`src/rtl/efpga_config_pkg.sv`:
```
// Shared constants and state encoding for the eFPGA configuration bridge.
package efpga_config_pkg;

   typedef enum logic [1:0] {
      ST_IDLE   = 2'd0,
      ST_ACTIVE = 2'd1,
      ST_RESP   = 2'd2
   } state_e;

   localparam logic [7:0]  ACK_BYTE               = 8'h06;
   localparam logic [7:0]  NAK_BYTE               = 8'h15;
   localparam logic [31:0] SYNC_WORD_DEFAULT      = 32'hFAB0_FAB1;
   localparam logic [31:0] DESYNC_WORD_DEFAULT    = 32'hFAB0_FAB0;
   localparam logic [23:0] TIMEOUT_CYCLES_DEFAULT = 24'd12_000_000;

endpackage

```
`src/rtl/efpga_word_packer.sv`:
```
// MSB-first byte-to-word packer; word_o is the post-shift value so callers can
// match a pattern on the same cycle the closing byte is accepted.
module efpga_word_packer (
   input  logic        clk_i,
   input  logic        rst_i,
   input  logic        clear_i,
   input  logic        valid_i,
   input  logic [7:0]  byte_i,
   output logic [31:0] word_o,
   output logic        done_o
);

   logic [31:0] sr_q, sr_d;
   logic [1:0]  idx_q, idx_d;

   assign word_o = {sr_q[23:0], byte_i};
   assign done_o = valid_i && (idx_q == 2'd3);

   always_comb begin
      sr_d  = sr_q;
      idx_d = idx_q;
      if (clear_i) begin
         sr_d  = '0;
         idx_d = '0;
      end else if (valid_i) begin
         sr_d  = word_o;
         idx_d = idx_q + 2'd1;
      end
   end

   // NOTE: state registers use non-blocking assignments so every flop samples
   // pre-edge values regardless of process evaluation order.
   always_ff @(posedge clk_i or posedge rst_i) begin
      if (rst_i) begin
         sr_q  <= '0;
         idx_q <= '0;
      end else begin
         sr_q  <= sr_d;
         idx_q <= idx_d;
      end
   end

endmodule

```
`src/rtl/efpga_config_bridge.sv`:
```
// CDC byte stream to FABulous config-word bridge: sync hunt, word packing,
// ACK on desync and NAK on inactivity timeout.
module efpga_config_bridge
   import efpga_config_pkg::*;
#(
   parameter logic [31:0] SYNC_WORD      = SYNC_WORD_DEFAULT,
   parameter logic [31:0] DESYNC_WORD    = DESYNC_WORD_DEFAULT,
   parameter logic [23:0] TIMEOUT_CYCLES = TIMEOUT_CYCLES_DEFAULT
) (
   input  logic        clk_i,
   input  logic        rst_i,
   input  logic [7:0]  from_usb_data_i,
   input  logic        from_usb_valid_i,
   output logic        from_usb_ready_o,
   output logic [7:0]  to_usb_data_o,
   output logic        to_usb_valid_o,
   input  logic        to_usb_ready_i,
   output logic [31:0] config_data_o,
   output logic        config_strobe_o,
   output logic        config_active_o,
   output logic [15:0] word_count_o
);

   state_e      state_q, state_d;
   logic [23:0] tmo_q, tmo_d;
   logic [7:0]  resp_q, resp_d;
   logic [31:0] cfg_q, cfg_d;
   logic        strobe_q, strobe_d;
   logic [15:0] count_q, count_d;

   logic        byte_acc;
   logic        pack_clear;
   logic [31:0] pack_word;
   logic        pack_done;

   assign from_usb_ready_o = (state_q != ST_RESP);
   assign byte_acc         = from_usb_valid_i && from_usb_ready_o;

   efpga_word_packer u_packer (
      .clk_i   (clk_i),
      .rst_i   (rst_i),
      .clear_i (pack_clear),
      .valid_i (byte_acc),
      .byte_i  (from_usb_data_i),
      .word_o  (pack_word),
      .done_o  (pack_done)
   );

   // NOTE: every variable gets a default before the case so no path leaves it
   // unassigned, which would otherwise infer a latch.
   always_comb begin
      state_d    = state_q;
      tmo_d      = tmo_q;
      resp_d     = resp_q;
      cfg_d      = cfg_q;
      strobe_d   = 1'b0;
      count_d    = count_q;
      pack_clear = 1'b0;
      unique case (state_q)
         ST_IDLE: begin
            if (byte_acc && (pack_word == SYNC_WORD)) begin
               state_d    = ST_ACTIVE;
               tmo_d      = '0;
               count_d    = '0;
               pack_clear = 1'b1;
            end
         end
         ST_ACTIVE: begin
            // An accepted byte always beats the timeout, even on its final cycle.
            if (byte_acc) begin
               tmo_d = '0;
               if (pack_done) begin
                  if (pack_word == DESYNC_WORD) begin
                     resp_d  = ACK_BYTE;
                     state_d = ST_RESP;
                  end else begin
                     cfg_d    = pack_word;
                     strobe_d = 1'b1;
                     count_d  = count_q + 16'd1;
                  end
               end
            end else if (tmo_q == TIMEOUT_CYCLES - 24'd1) begin
               resp_d  = NAK_BYTE;
               state_d = ST_RESP;
            end else begin
               tmo_d = tmo_q + 24'd1;
            end
         end
         ST_RESP: begin
            if (to_usb_ready_i) begin
               state_d    = ST_IDLE;
               pack_clear = 1'b1;
            end
         end
         default: state_d = ST_IDLE;
      endcase
   end

   always_ff @(posedge clk_i or posedge rst_i) begin
      if (rst_i) begin
         state_q  <= ST_IDLE;
         tmo_q    <= '0;
         resp_q   <= '0;
         cfg_q    <= '0;
         strobe_q <= 1'b0;
         count_q  <= '0;
      end else begin
         state_q  <= state_d;
         tmo_q    <= tmo_d;
         resp_q   <= resp_d;
         cfg_q    <= cfg_d;
         strobe_q <= strobe_d;
         count_q  <= count_d;
      end
   end

   assign to_usb_data_o   = resp_q;
   assign to_usb_valid_o  = (state_q == ST_RESP);
   assign config_data_o   = cfg_q;
   assign config_strobe_o = strobe_q;
   assign config_active_o = (state_q == ST_ACTIVE);
   assign word_count_o    = count_q;

endmodule

```
`config.mk`:
```
export PLATFORM = sky130hd
export DESIGN_NAME = efpga_config_bridge
export DESIGN_NICKNAME = d
export VERILOG_FILES = /design/src/rtl/efpga_config_pkg.sv /design/src/rtl/efpga_word_packer.sv /design/src/rtl/efpga_config_bridge.sv
export SDC_FILE = /design/constraint.sdc
export NUM_CORES = 1
export LEC_CHECK = 0
export ABC_AREA = 1
export ABC_CLOCK_PERIOD_IN_PS = 7000
export CAP_MARGIN = 10
export CORE_ASPECT_RATIO = 0.8
export CORE_UTILIZATION = 35
export DETAILED_ROUTE_END_ITERATION = 6
export GPL_ROUTABILITY_DRIVEN = 0
export PLACE_DENSITY = 0.66
export SLEW_MARGIN = 20
export SYNTH_ARGS = -nofsm -noshare
export SYNTH_HDL_FRONTEND = slang
export SYNTH_SLANG_ARGS = --single-unit
```
`constraint.sdc`:
```
create_clock -name clk_i -period 7 [get_ports clk_i]
set_input_delay 0.7 -clock clk_i [delete_from_list [all_inputs] [get_ports clk_i]]
set_output_delay 0.7 -clock clk_i [all_outputs]
set_load 0.005 [all_outputs]
```
; Word level (Yosys, flattened, before mapping)
; Index checks and enable logic that the tools add are counted.
; W data, S select, Z words.
[word_totals]
out_inout_bits = 60
register_bits = 109
word_cells = 73
input_bits = 12
[classes]
n_eq_ne = 18
bitwise = 1
addsub = 3
muxes = 31
reduce_logical = 12
[op_table]
columns = op, n
row1 = $mux W24, 5
row2 = $eq A32 B32 Y1 const B, 2
row3 = $mux W16, 4
row4 = $pmux W24 S2, 1
row5 = $mux W8, 4
row6 = $pmux W16 S2, 1
row7 = $add A24 B1 Y24 const B, 1
row8 = $eq A24 B24 Y1 const B, 1
row9 = $add A16 B1 Y16 const B, 1
row10 = $mux W2, 8
row11 = $ne A2 B1 Y1 const B, 5
row12 = $reduce_and A5 Y1, 2
row13 = $reduce_and A4 Y1, 2
row14 = $mux W1, 6
row15 = $ne A2 B2 Y1 const B, 3
row16 = $ne A3 B2 Y1 const B, 2
row17 = $pmux W2 S3, 1
row18 = $reduce_bool A2 Y1, 3
row19 = $eq A2 B2 Y1 const B, 2
row20 = $logic_and A1 B1 Y1, 3
row21 = $ne A3 B1 Y1 const B, 1
row22 = $ne A3 B3 Y1 const B, 1
row23 = $reduce_and A3 Y1, 1
row24 = $add A2 B1 Y2 const B, 1
row25 = 4 further kinds, 4

; Longest topological paths before layout
; Gate-level depths: netlist (run 1).
[depth]
ltp_word = 6
depth_mapped = 12
depth_no_buf = 11

; By module
; From an unflattened synthesis (run 1), not the netlist that was laid out.
[hier_totals]
hier_cells = 794
area_unflattened_um2 = 5630.4
[modules_own_cells]
columns = module, seq_area_each_um2, instances, area_each_um2, cells_each
row1 = efpga_config_bridge, 1951.9, 1, 4498.1, 668
row2 = efpga_word_packer, 650.6, 1, 1132.3, 126

; Least setup slack after synthesis (run 1)
; OpenSTA, ideal clock, no wires.
[synth_timing]
path_kind = input port to flip-flop
start = input from_usb_valid_i
end = register count_q[2], in the netlist word_count_o[2]
setup_ps = 117
path_buffers = 1
path_slack_ps = 5158
required_time_ps = 6883
path_stages = 10
t_arrival_ps = 1725
cell_sequence = inv_1 > a21oi_4 > nand3_1 > nor2_2 > nand3_2 > nand2_4 > nand2_4 > buf_6 > nand2_1 > nand2_1
[synth_via]
elab_chain_len = 4
word_cells_on_any_way = 7
cone_classes = 3 x eq/ne / 4 x reduce/logical
[synth_lines]
columns = element, line
row1 = start: declaration, efpga_config_bridge.sv:13  ; input logic from_usb_valid_i,
row2 = $logic_and A1 B1 Y1 (*), efpga_config_bridge.sv:37  ; assign byte_acc = from_usb_valid_i && from_usb_ready_o;
row3 = "$logic_and A1 B1 Y1, on equally long branches", "efpga_word_packer.sv:17, efpga_config_bridge.sv:61"
row4 = $ne A2 B1 Y1 (no source line) or $ne A2 B2 Y1 (tied branches), n/a
row5 = $reduce_and A5 Y1 (no source line) (*), n/a
row6 = end signal: assignment, efpga_config_bridge.sv:113  ; count_q <= count_d;
row7 = end: declaration, efpga_config_bridge.sv:29  ; logic [15:0] count_q, count_d;
; Every way passes the cells marked *; elsewhere a longest branch is shown, timed or not.
; A chain may end at the register's enable or synchronous reset.

; Worst setup path in the final report (run 1)
[layout_timing]
start = input from_usb_valid_i
end = register u_packer.sr_q[3]
[layout_via]
elab_chain_len = 5
word_cells_on_any_way = 6
cone_classes = 3 x mux / 3 x reduce/logical
[layout_lines]
columns = element, line
row1 = $logic_and A1 B1 Y1 (*), efpga_config_bridge.sv:37
row2 = $logic_and A1 B1 Y1, efpga_config_bridge.sv:61  ; if (byte_acc && (pack_word == SYNC_WORD)) begin
row3 = $mux W1, efpga_config_bridge.sv:61
row4 = $pmux W1 S2, efpga_config_bridge.sv:59  ; unique case (state_q)
row5 = $mux W24 or $reduce_bool A2 Y1 (tied branches), n/a
row6 = end signal: assignment, efpga_word_packer.sv:38  ; sr_q <= sr_d;
row7 = end: declaration, efpga_word_packer.sv:13  ; logic [31:0] sr_q, sr_d;
; Marks and branches as above.

==> impl_metrics.ini, run 1 <==
[status]
status = complete, no violations

[yosys]
synth_edf_count = 0
synth.yosys.warnings = 0
synth_seq_cells = 104
synthesis.area_sq_um = 5620
synth_flop_cell = dfrtp_1
syn_avg_cell_area_sq_um = 7.18
postSynthCellCount = 782
ys_seq_area_frac = 0.463
ys_async_sr_fraction = 1.00
synth_cell_type_count = 32

[route]
wire_per_inst_um = 13.3
dr.pass1.iters = 5
postRouteAntennaNets = 0
routed_wl_um = 14000
num_vias = 5055
via_per_inst = 4.79
drt_iter0_markers = 425
route.detailed.drc = 0

[setup_path]
cp_top_family = buffers and inverters
path_cells = clkdlybuf4s50_1 -> inv_1 -> a21oi_4 -> inv_1 -> nand3_1 -> o21ai_0
r2r-end = u_packer.sr_q[3]
reg2reg_depth = 5
slowest_stage = nand3_1
path_class = in -> reg
max_stage_delay_ps = 740
worstSetupStartpointType = input port
critPathCapture = u_packer.sr_q[3]
r2r_slack_ps = 4080
critPathMaxFanout = 35
arrival_ps = 3590
crit_buf_inv = 3
cpMostUsedCell = inv_1
r2r-start = state_q[0]
startpoint = from_usb_valid_i
required_ps = 7220
cp.depth = 6
cp-end-kind = register

[power_and_ir_drop]
ir_drop_mv = 0.149
powerDensity_nw_per_um2 = 193
cellLeakagePower_uw = 0.00308

[clock_network]
clockRootBuffer = clkbuf_16
ctsResizeCount = 0
clk_pin_slew_worst_paths_ps = 90
cts.path.max_buffers = 2
postCtsSetupBuffers = 0
cts_tree = done
numCtsBuffers = 9
htreeDepth = 3
cts_sinks = 104
clock_latency_ps = 370
cts_hold_buf = 0

[sta]
slew_violations = 0
setup_viol_count_final = 0
fmax_ghz = 0.297
rsz0062_at_grt = false
finalClockSkew_ps = 20.8
period_share = 0.482
fin_setup_tns_ps = 0
hold_viol = 0
period_minus_slack_ps = 3370
worst_slew_pin_slew_ps = 917
slew_headroom = 0.387

[global_route]
grt_overflow = 0
grt_pass1_vias = 4677
grtUsageTotal = 0.184
grt_max_degree = 61
antenna_found_initial = 0
grt_pass1_wl_um = 24000

[hold_path]
hold_path_class = reg -> reg

[die]
initial_core_util = 0.357
io_pins = 72
chipHeight_um = 115
die_w_um = 144
dieArea_sq_um = 16600
rows = 41
coreArea_sq_um = 15700

[final_layout]
utilization = 0.428
final_nets = 850
n_antenna_cell = 0
syn_to_final_growth_pct = 20.1
layout-drive-gt1-share = 0.0464

[placed_design]
io_buffer_count = 67
hpwl_um = 9780

[job]
drv_cap = 0
[layout make-up]
| type | instances | area, sq um |
|---|---|---|
| Clock inverter | 7 | 96.3 |
| Sequential cell | 104 | 2600 |
| Fill cell | 1604 | 9010 |
| Clock buffer | 9 | 225 |
| Timing Repair Buffer | 70 | 693 |
| Tap cell | 215 | 269 |
| Multi-Input combinational cell | 578 | 2580 |
| Inverter | 72 | 273 |
[report_power, final]
part	switching, uW	leakage [uW]	internal (uW)
combinational	62.0	0.00158	45.3
clock	275	0.000156	264
sequential	22.1	0.00135	631
total	359	0.00308	941
[Yosys cell counts, types with 2 or more instances]
cell | count | area share
nand3_2 | 3 | 0.0053
and2_1 | 2 | 0.0022
nor2_2 | 3 | 0.0033
inv_2 | 4 | 0.0027
nor4_1 | 4 | 0.0045
nor2_1 | 98 | 0.066
nand3_1 | 56 | 0.050
ha_1 | 3 | 0.0067
nand2_1 | 293 | 0.20
a21oi_1 | 5 | 0.0045
or2_2 | 3 | 0.0033
nand4_1 | 25 | 0.028
buf_2 | 9 | 0.0080
inv_1 | 68 | 0.045
xor2_1 | 11 | 0.017
nand2_4 | 2 | 0.0040
buf_6 | 3 | 0.0060
nor3_1 | 2 | 0.0018
nand3b_1 | 2 | 0.0027
clkbuf_1 | 12 | 0.0080
buf_4 | 6 | 0.0080
o21ai_0 | 51 | 0.045
dfrtp_1 | 104 | 0.46
o21bai_1 | 4 | 0.0053
xnor2_1 | 2 | 0.0031
[cell usage in the layout, fill, tap and decap left out, drive strengths merged, types with 4 or more instances in the layout]
cell,count
nand2,296
dfrtp,104
nor2,102
inv,77
clkdlybuf4s50,67
nand3,59
o21ai,51
nand4,25
xor2,11
clkbuf,9
a21oi,6
o21bai,4
nor4,4
conb,4
[routing by layer]
| layer | wire (um) | share of wire | global-route usage | vias to the layer above |
|---|---|---|---|---|
| li1 | - | - | - | 2569 |
| met1 | 7360 | 0.52 | 0.277 | 2357 |
| met2 | 5890 | 0.42 | 0.266 | 115 |
| met3 | 614 | 0.044 | 0.0358 | 14 |
| met4 | 184 | 0.013 | 0.0560 | 0 |
| met5 | 0 | 0 | 0 | - |
[worst min-delay path: stages, from the launching register on]
cell     delay, ps
dfrtp_1        350
nand2_1         50
nand2_1         50
[worst min path at each step]
stage,slack [ps],to,cells past startpoint,from
6_report,480,to_usb_data_o[1],2,to_usb_data_o[1]
4_1_cts,490,to_usb_data_o[1],2,to_usb_data_o[1]
3_3_place_gp,470,config_data_o[5],2,config_data_o[5]
3_5_place_dp,470,to_usb_data_o[1],2,to_usb_data_o[1]
2_1_floorplan,450,u_packer.sr_q[16],2,u_packer.sr_q[8]
5_1_grt,520,config_data_o[21],2,config_data_o[21]
[sequential cells by signal, indices dropped and copies added (netlist names)]
signal,flops
tmo_q,24
to_usb_data_o,3
state_q,2
u_packer.sr_q,24
config_data_o,32
config_strobe_o,1
u_packer.idx_q,2
word_count_o,16
[logic make-up after synthesis]
kind of cell	after synthesis	share of synthesized area
other	1	0.000668
flip-flops	104	0.463
AND/OR/NAND/NOR	497	0.372
AO/OA/AOI/OAI	61	0.0582
buffers and inverters	103	0.0789
adder cells (fa/ha/maj)	3	0.00669
XOR/XNOR	13	0.0203
[metrics by stage]
| stage | cell area, sq um | cells | hold WS (ps) | power, uW | setup slack [ps] |
|---|---|---|---|---|---|
| 6_report | 6740 | 1055 | 479 | 1300 | 3630 |
| 5_1_grt | 6740 | 1055 | 518 | 1360 | 3300 |
| 4_1_cts | 6740 | 1055 | 488 | 1310 | 3610 |
| 3_5_place_dp | 6420 | 1039 | 468 | 773 | 3240 |
| 3_3_place_gp | 6420 | 1039 | 467 | 770 | 3320 |
| 2_1_floorplan | 5630 | 785 | 453 | 724 | 3570 |
Note: power is estimated with default switching activity, not from simulation.
==> run 2, diff against run 1 <==
ABC_CLOCK_PERIOD_IN_PS = 3200   (was 7000)
clock period = 3.2 ns   (was 7 ns; I/O delays follow)
==> impl_metrics.ini, run 2 (synthesis results as in run 1) <==
[clock_network]
htreeDepth = 3
postCtsSetupBuffers = 0
numCtsBuffers = 9
clock_latency_ps = 360
cts_sinks = 104
cts_hold_buf = 0
clockRootBuffer = clkbuf_16
clk_pin_slew_worst_paths_ps = 90
cts.path.max_buffers = 2
ctsResizeCount = 0
cts_tree = done

[setup_path]
cpMostUsedCell = inv_1
slowest_stage = clkdlybuf4s50_1
required_ps = 2880
max_stage_delay_ps = 560
critPathMaxFanout = 20
cp-end-kind = output port
arrival_ps = 2290
path_cells = inv_1 -> nand2_1 -> inv_1 -> clkdlybuf4s50_1
worstSetupStartpointType = register
path_class = reg -> out
reg2reg_depth = 8

[final_layout]
largest_reg_flops = 32
syn_to_final_growth_pct = 21.0
final_nets = 854
final_cell_area_sq_um = 6800
layout-drive-gt1-share = 0.0498
fillers = 1607
n_antenna_cell = 0
final_common_cell = nand2_1
final_cells = 1059
final_cell_mix = nand2_1 (293), dfrtp_1 (104), nor2_1 (98)

[global_route]
met1_usage = 0.284
use_met3 = 0.0367
top_usage_layer = met1
grt_overflow = 0
grt_pass1_wl_um = 24100
grtUsageTotal = 0.186
use_met2 = 0.263
antenna_found_initial = 0
grt_max_degree = 61
grt_pass1_vias = 4628

[die]
die_w_um = 144
io_pins = 72
chipHeight_um = 115
dieArea_sq_um = 16600
coreArea_sq_um = 15700
initial_core_util = 0.357
rows = 41

[sta]
slew_headroom = 0.489
worst_slew_pin_slew_ps = 764
hold_viol = 0
finalClockSkew_ps = 15.7
period_minus_slack_ps = 2610
fmax_ghz = 0.383
hold_ws_ps = 420
slew_violations = 0
fin_setup_tns_ps = 0
period_share = 0.816
rsz0062_at_grt = false
setup_viol_count_final = 0

[route]
num_vias = 5096
via_per_inst = 4.81
wire_per_inst_um = 13.4
drt_iter0_markers = 499
route.detailed.drc = 0
postRouteAntennaNets = 0
routed_wl_um = 14200
dr.pass1.iters = 6

[power_and_ir_drop]
cellLeakagePower_uw = 0.00311
ir_drop_mv = 0.264
powerDensity_nw_per_um2 = 421
p_total_uw = 2860

[placed_design]
place_area_sq_um = 6470
hpwl_um = 9920
io_buffer_count = 67
dp.cells = 1043

[status]
status = complete, no violations

[job]
drv_cap = 0

[hold_path]
hold_path_class = in -> async
## run 2: final timing paths
check	startpoint	endpoint	slack (ps)
setup / recovery	state_q[1]	config_active_o	590
hold / removal	rst_i	word_count_o[15]	420
setup reg to reg	u_packer.sr_q[9]	u_packer.sr_q[6]	890
hold reg to reg	to_usb_data_o[2]	to_usb_data_o[2]	490
max in group asynchronous	rst_i	config_data_o[4]	2030
min in group clk_i	to_usb_data_o[2]	to_usb_data_o[2]	490
## run 2: power breakdown
group / leakage (uW) / switching [uW] / internal [uW]
clock network: 0.000157 / 615 / 579
registers: 0.00135 / 49.4 / 1380
logic: 0.00161 / 135 / 103
## run 2: through the flow
step,worst slack [ps],util
4_1_cts,556,0.432
5_1_grt,412,0.432
6_report,589,0.432
3_5_place_dp,592,0.411
2_1_floorplan,148,-
3_3_place_gp,676,0.411
## run 2: worst max-delay path, delay by kind of cell, from the launching register on
family	cells	cell delay, ps
buffers and inverters	3	1080
flip-flops	1	450
AND/OR/NAND/NOR	1	400
## run 2: final cells by class
type                       instances  area [sq um]  share of cell area
clock inverter                     7          97.6              0.0144
sequential                       104          2600               0.383
inverter                          72           273              0.0401
multi-input combinational        578          2580               0.380
clock buffer                       9           225              0.0331
tap                              215           269              0.0396
timing repair buffer              74           748               0.110
## run 2: routing by layer
layer  part of all wire  vias to the layer above
met2               0.41                      149
met3              0.055                       13
li1                   -                     2561
met5                  0                        -
met4              0.013                        0
met1               0.52                     2373
